**config.mk**
```make
export PLATFORM = sky130hd
export DESIGN_NAME = mem_port_arbiter
export DESIGN_NICKNAME = d
export VERILOG_FILES = /design/src/rtl/cotm32_pkg.sv /design/src/rtl/arb_prio_sel.sv /design/src/rtl/mem_port_arbiter_chk.sv /design/src/rtl/mem_port_arbiter.sv
export SDC_FILE = /design/constraint.sdc
export NUM_CORES = 1
export LEC_CHECK = 0
export ABC_AREA = 1
export CAP_MARGIN = 25
export CORE_AREA = 2 2 108 110
export DETAILED_ROUTE_END_ITERATION = 8
export DIE_AREA = 0 0 110 112
export GPL_TIMING_DRIVEN = 1
export PLACE_DENSITY = 0.81
export SLEW_MARGIN = 25
export SYNTH_ARGS = -nofsm -noshare
export SYNTH_HDL_FRONTEND = slang
export SYNTH_SLANG_ARGS = --single-unit
```
**constraint.sdc**
```tcl
create_clock -name i_clk -period 3.75 [get_ports i_clk]
set_clock_uncertainty 0.1 [all_clocks]
set_input_delay 1.125 -clock i_clk [delete_from_list [all_inputs] [get_ports i_clk]]
set_output_delay 1.125 -clock i_clk [all_outputs]
set_load 0.03 [all_outputs]
```
**src/rtl/cotm32_pkg.sv**
```systemverilog
// Shared types and widths for the cotm32 core memory-port arbitration.
package cotm32_pkg;

  localparam int XLEN         = 32;
  localparam int ARB_STREAK_W = 4;

  typedef enum logic [1:0] {
    ARB_IDLE = 2'd0,
    ARB_REQ  = 2'd1,
    ARB_RSP  = 2'd2
  } arb_state_t;

  typedef enum logic {
    ARB_OWN_IF = 1'b0,
    ARB_OWN_D  = 1'b1
  } arb_owner_t;

endpackage

```
**src/rtl/arb_prio_sel.sv**
```systemverilog
// Winner selection between fetch and load/store requests. D normally has
// priority; once D has won D_STREAK_MAX times in a row against a waiting
// fetch, the fetch side is forced through.
module arb_prio_sel
  import cotm32_pkg::*;
#(
  parameter int D_STREAK_MAX = 4
) (
  input  logic                    if_req,
  input  logic                    d_req,
  input  logic [ARB_STREAK_W-1:0] streak,
  output logic                    grant_if,
  output logic                    grant_d
);

  localparam logic [ARB_STREAK_W-1:0] STREAK_MAX = ARB_STREAK_W'(D_STREAK_MAX);

  // Pick at most one winner from the current requests and streak count.
  always_comb begin
    grant_if = 1'b0;
    grant_d  = 1'b0;
    if (if_req && d_req) begin
      if (streak == STREAK_MAX) begin
        grant_if = 1'b1;
      end else begin
        grant_d = 1'b1;
      end
    end else if (if_req) begin
      grant_if = 1'b1;
    end else if (d_req) begin
      grant_d = 1'b1;
    end else begin
      grant_if = 1'b0;
      grant_d  = 1'b0;
    end
  end

endmodule

```
**src/rtl/mem_port_arbiter_chk.sv**
```systemverilog
// Bus protocol checks on the shared memory port (simulation only).
module mem_port_arbiter_chk (
  input logic i_clk,
  input logic i_rst,
  input logic mem_req,
  input logic mem_gnt,
  input logic mem_rvalid,
  input logic in_idle,
  input logic in_rsp,
  input logic if_rvalid,
  input logic d_rvalid
);

  logic post_rst;

  // Remember that we are in the IDLE stretch right after a reset, where a
  // late response from an abandoned transaction may still show up.
  always_ff @(posedge i_clk) begin
    if (i_rst) begin
      post_rst <= 1'b1;
    end else if (!in_idle) begin
      post_rst <= 1'b0;
    end else begin
      post_rst <= post_rst;
    end
  end

  a_gnt_only_with_req : assert property (@(posedge i_clk) disable iff (i_rst)
    mem_gnt |-> mem_req);

  a_rvalid_only_in_rsp : assert property (@(posedge i_clk) disable iff (i_rst)
    mem_rvalid |-> (in_rsp || (in_idle && post_rst)));

  a_single_rvalid : assert property (@(posedge i_clk) disable iff (i_rst)
    !(if_rvalid && d_rvalid));

endmodule

```
**src/rtl/mem_port_arbiter.sv**
```systemverilog
// Shares the single memory port between instruction fetch and the LSU.
// One transaction in flight; the pipeline stalls while its request waits.
module mem_port_arbiter #(
  parameter int D_STREAK_MAX = 4,
  parameter int XLEN         = cotm32_pkg::XLEN
) (
  input  logic            i_clk,
  input  logic            i_rst,
  input  logic            i_if_req,
  input  logic [XLEN-1:0] i_if_addr,
  input  logic            i_if_flush,
  output logic            o_if_rvalid,
  output logic [XLEN-1:0] o_if_rdata,
  input  logic            i_d_req,
  input  logic            i_d_we,
  input  logic [3:0]      i_d_be,
  input  logic [XLEN-1:0] i_d_addr,
  input  logic [XLEN-1:0] i_d_wdata,
  output logic            o_d_rvalid,
  output logic [XLEN-1:0] o_d_rdata,
  output logic            o_mem_req,
  output logic            o_mem_we,
  output logic [3:0]      o_mem_be,
  output logic [XLEN-1:0] o_mem_addr,
  output logic [XLEN-1:0] o_mem_wdata,
  input  logic            i_mem_gnt,
  input  logic            i_mem_rvalid,
  input  logic [XLEN-1:0] i_mem_rdata,
  output logic            o_stall
);

  import cotm32_pkg::*;

  localparam logic [ARB_STREAK_W-1:0] STREAK_MAX = ARB_STREAK_W'(D_STREAK_MAX);

  arb_state_t              state;
  arb_state_t              next_state;
  arb_owner_t              owner;
  logic                    discard;
  logic [ARB_STREAK_W-1:0] streak;
  logic                    lat_we;
  logic [3:0]              lat_be;
  logic [XLEN-1:0]         lat_addr;
  logic [XLEN-1:0]         lat_wdata;
  logic                    if_live;
  logic                    grant_if;
  logic                    grant_d;
  logic                    arb_go;
  logic                    rsp_now;

  // A fetch being redirected this cycle does not compete.
  assign if_live = i_if_req & ~i_if_flush;
  assign arb_go  = (state == ARB_IDLE) & (grant_if | grant_d);
  assign rsp_now = (state == ARB_RSP) & i_mem_rvalid;

  arb_prio_sel #(
    .D_STREAK_MAX(D_STREAK_MAX)
  ) u_prio_sel (
    .if_req  (if_live),
    .d_req   (i_d_req),
    .streak  (streak),
    .grant_if(grant_if),
    .grant_d (grant_d)
  );

  // FSM state register.
  always_ff @(posedge i_clk) begin
    if (i_rst) begin
      state <= ARB_IDLE;
    end else begin
      state <= next_state;
    end
  end

  // FSM next state: arbitrate, wait for grant, wait for response.
  always_comb begin
    next_state = state;
    case (state)
      ARB_IDLE: next_state = arb_go ? ARB_REQ : ARB_IDLE;
      ARB_REQ:  next_state = i_mem_gnt ? ARB_RSP : ARB_REQ;
      ARB_RSP:  next_state = i_mem_rvalid ? ARB_IDLE : ARB_RSP;
      default:  next_state = ARB_IDLE;
    endcase
  end

  // Capture the winner's transaction so the bus sees stable fields until grant.
  always_ff @(posedge i_clk) begin
    if (i_rst) begin
      owner     <= ARB_OWN_IF;
      lat_we    <= 1'b0;
      lat_be    <= 4'h0;
      lat_addr  <= '0;
      lat_wdata <= '0;
    end else if (arb_go && grant_d) begin
      owner     <= ARB_OWN_D;
      lat_we    <= i_d_we;
      lat_be    <= i_d_be;
      lat_addr  <= i_d_addr;
      lat_wdata <= i_d_wdata;
    end else if (arb_go) begin
      owner     <= ARB_OWN_IF;
      lat_we    <= 1'b0;
      lat_be    <= 4'hF;
      lat_addr  <= i_if_addr;
      lat_wdata <= '0;
    end else begin
      owner     <= owner;
      lat_we    <= lat_we;
      lat_be    <= lat_be;
      lat_addr  <= lat_addr;
      lat_wdata <= lat_wdata;
    end
  end

  // Count consecutive D wins taken while a fetch was waiting.
  always_ff @(posedge i_clk) begin
    if (i_rst) begin
      streak <= '0;
    end else if (arb_go && grant_d && i_if_req) begin
      streak <= (streak == STREAK_MAX) ? streak : streak + ARB_STREAK_W'(1);
    end else if (arb_go) begin
      streak <= '0;
    end else begin
      streak <= streak;
    end
  end

  // Mark an in-flight fetch as stale once a redirect hits it.
  always_ff @(posedge i_clk) begin
    if (i_rst) begin
      discard <= 1'b0;
    end else if ((state == ARB_IDLE) || rsp_now) begin
      discard <= 1'b0;
    end else if ((owner == ARB_OWN_IF) && i_if_flush) begin
      discard <= 1'b1;
    end else begin
      discard <= discard;
    end
  end

  // FSM outputs: bus drive, response routing and pipeline stall.
  always_comb begin
    o_mem_req   = (state == ARB_REQ);
    o_mem_we    = lat_we;
    o_mem_be    = lat_be;
    o_mem_addr  = lat_addr;
    o_mem_wdata = lat_wdata;
    o_if_rvalid = rsp_now & (owner == ARB_OWN_IF) & ~discard & ~i_if_flush;
    o_d_rvalid  = rsp_now & (owner == ARB_OWN_D);
    o_if_rdata  = o_if_rvalid ? i_mem_rdata : '0;
    o_d_rdata   = o_d_rvalid ? i_mem_rdata : '0;
    o_stall     = (i_if_req & ~o_if_rvalid) | (i_d_req & ~o_d_rvalid);
  end

  mem_port_arbiter_chk u_chk (
    .i_clk     (i_clk),
    .i_rst     (i_rst),
    .mem_req   (o_mem_req),
    .mem_gnt   (i_mem_gnt),
    .mem_rvalid(i_mem_rvalid),
    .in_idle   (state == ARB_IDLE),
    .in_rsp    (state == ARB_RSP),
    .if_rvalid (o_if_rvalid),
    .d_rvalid  (o_d_rvalid)
  );

endmodule

```
==> results.yml, run 1 <==
status:
  status: "finished clean"
timing:
  hold_viol: 0
  worst_pin_slew_ns: 0.823
  fmax_mhz: 272
  tns_ns: 0
  slew_violations: 0
  post-route-period-util_pct: 98.0
  relSlewSlack_pct: 45.1
  fin_ws_ns: 0.0739
  rsz0062_at_grt: "true"
  min_period_ns: 3.68
  setup_violations: 0
cts:
  clock_latency_ns: 0.32
  cts_buffers: 9
  clock-sinks: 77
  ctsHoldBuffers: 0
  cts_buffer_depth: 2
  clkSlewWorstSetupHoldPaths_ns: 0.05
  htree_levels: 3
  cts_tree: "yes"
  cts-root-buf: "clkbuf_16"
  post-cts-setup-buffer-count: 0
global_routing:
  antenna_found_initial: 0
  grt_pass1_vias: 4245
  grt_use_total_pct: 21.5
  gr-total-overflow: 0
  grt_max_degree: 100
  grt_pass1_wl_mm: 20.5
hold_path:
  hold_path.class: "reg2reg"
floorplan:
  die_w_um: 110
  die-area_um2: 12300
  row_count: 39
  start_util_pct: 34.8
  pin_count: 277
  die_h_um: 112
  design.core.area_um2: 11200
detailed_routing:
  top_layer: "met4"
  drt-wirelength-per-cell_um: 13.7
  wl_mm: 13.4
  drt-initial-drc-count: 186
  post-route-drc-count: 0
  ant_nets: 0
  first_pass_iters: 4
  via_per_inst: 4.47
  met1_length_mm: 5.05
  via_count: 4389
  route.met2.wl_mm: 6.82
  dr_wl_met3_mm: 1.35
layout:
  fin_area_um2: 7050
  area_growth_pct: 81.3
  multiInputGateArea_um2: 1850
  regArea_um2: 1540
  stdcell_count: 982
  diodes: 0
  num-fill-cells: 1003
  drive_above_1_share_pct: 17.3
  nets: 978
pwr:
  leakage_uw: 0.00309
  switching_share_pct: 29.3
  pwr-share-seq_pct: 37.2
  combinationalPowerShare_pct: 29.4
  p_per_area_nw_per_um2: 351
  p_int_uw: 1750
  p_sw_uw: 724
  clkPwrFrac_pct: 33.4
  ir_drop_mv: 0.243
placement:
  dp_cells: 968
  io_buffers: 276
  place_hpwl_mm: 10.2
  place_congestion: 0.822
  placed_area_um2: 6750
  pre_cts_slack_ns: 0.0238
critical_path:
  critPathMaxFanout: 13
  cp_cell_sequence: "clkdlybuf4s50_1, nand3_1, inv_1, nand3_1, buf_4, nor2_1, buf_12"
  crit_arrival_ns: 2.45
  crit_buf_inv: 4
  path_class: "in2out"
  cpLargestDelayFamily: "buffers and inverters"
  end_kind: "output port"
  crit_required_ns: 2.52
  critPathMostFrequentCell: "nand3_1"
  critPathSlowestCell: "clkdlybuf4s50_1"
  critPathLaunchType: "input port"
  critPathMaxStageDelay_ns: 0.48
synthesis:
  synthesis.area_um2: 3890
  yosys.area.top_type_share_pct: 39.6
  syn_avg_cell_area_um2: 6.79
  synth_fp_nets: 715
  ys_ff_latch: 77
  synth_cells: 573
  yosys-top-cells-area: "dfxtp_1 (40%), nand2_1 (14%), a21oi_1 (9.9%)"
  yosysSeqAreaShare_pct: 39.6
  yosysTopAreaCell: "dfxtp_1"
  ys_warn_count: 0
  yosys.cell_types.count: 31
job:
  maxCapViolations: 0
-- cell usage after synthesis --
cell and instances:
nand2_2 2, and2_1 1, nand3_1 8, a21oi_2 27, clkbuf_1 15, nand2_1 140
nor2_1 75, nand3b_1 1, buf_2 6, or2_0 4, o21ai_0 1, clkbuf_2 2
inv_4 1, nor4_1 1, nand4_1 1, inv_1 77, nor2_4 1, nand2_4 2
o22ai_1 1, inv_2 3, buf_6 5, or2_1 17, nor3_1 4, xor2_1 2
ha_1 2, nor2_2 1, buf_4 7, dfxtp_1 77, a21oi_1 77, a21oi_4 1
or2_2 11
-- state kept, by name, indices dropped and copies added (netlist names) --
| name | flops |
|---|---|
| o_mem_wdata | 32 |
| streak | 4 |
| o_mem_be | 4 |
| discard | 1 |
| o_mem_we | 1 |
| o_mem_addr | 32 |
| owner | 1 |
| state | 2 |
-- metal layers --
| layer | up-vias | global-route usage [%] |
|---|---|---|
| met4 | 0 | 7.00 |
| met5 | - | 0 |
| met2 | 167 | 39.6 |
| met1 | 1944 | 22.0 |
| li1 | 2262 | - |
| met3 | 16 | 7.90 |
-- worst paths after layout --
check	start	end	slack, ns	depth (start not counted)
worst max-delay path	i_mem_rvalid	o_if_rdata[10]	0.07	7
worst min-delay path	owner	owner	0.36	2
worst max register to register	streak[0]	o_mem_addr[1]	1.61	10
worst min register to register	owner	owner	0.36	2
-- power by group through the flow --
stage | Sequential [uW] | Clock, uW | Combinational (uW)
after floorplan | 1060 | 0 | 276
after global routing | 929 | 881 | 790
after global placement | 934 | 0 | 728
after CTS | 921 | 850 | 735
after detailed placement | 938 | 0 | 732
final | 921 | 826 | 728
-- worst reg2reg max path, cell delays in order, from the launching register on --
cell     delay (ns)
dfxtp_1        0.39
inv_1          0.09
ha_1           0.22
nand2_1        0.08
nor2_2         0.04
nand2_2        0.09
nand2_4        0.29
buf_4          0.32
or2_2          0.28
nand2_1        0.07
a21oi_1        0.06
-- area by class of cell --
type | instances | area share (%)
Timing Repair Buffer | 287 | 41.0
Multi-Input combinational cell | 380 | 26.3
Sequential cell | 77 | 21.9
Inverter | 81 | 4.38
Clock buffer | 12 | 3.49
Tap cell | 143 | 2.54
Clock inverter | 2 | 0.497
-- cell usage in the layout, fill, tap and decap left out, types with 3 or more instances in the layout --
master	synthesis	layout
clkdlybuf4s50_1	0	208
nand2_1	140	140
inv_1	77	77
a21oi_1	77	77
dfxtp_1	77	77
nor2_1	75	71
buf_4	7	60
a21oi_2	27	27
or2_1	17	17
buf_12	0	17
or2_2	11	11
clkbuf_16	0	9
nand3_1	8	8
nor2_2	1	5
nor3_1	4	4
or2_0	4	4
inv_2	3	3
-- through the flow --
stage | total power (uW) | util, % | hold slack [ns]
floorplan | 1340 | - | 0.340
global placement | 1660 | 60.4 | 0.349
detailed placement | 1670 | 60.4 | 0.355
CTS | 2510 | 62.9 | 0.364
global route | 2600 | 63.1 | 0.381
finish | 2470 | 63.1 | 0.360
-- kinds of logic after synthesis --
kind of cell | after synthesis | share of synthesized area, %
AO/OA/AOI/OAI | 107 | 16.7
buffers and inverters | 116 | 13.2
XOR/XNOR | 2 | 0.450
flip-flops | 77 | 39.6
adder cells (fa/ha/maj) | 2 | 0.643
AND/OR/NAND/NOR | 269 | 29.5
-- repair_timing --
action                     4_1_cts  5_1_grt
gates resized for setup          0        6
setup endpoints to repair        0        8
hold endpoints to repair         0        0
No activity file was read; power rests on OpenSTA's default activity.
==> inputs of run 2 (changes only) <==
TNS_END_PERCENT = 5   (was default)
==> results of run 2 <==
Final layout, timing and power as in run 1 (identical DEF).
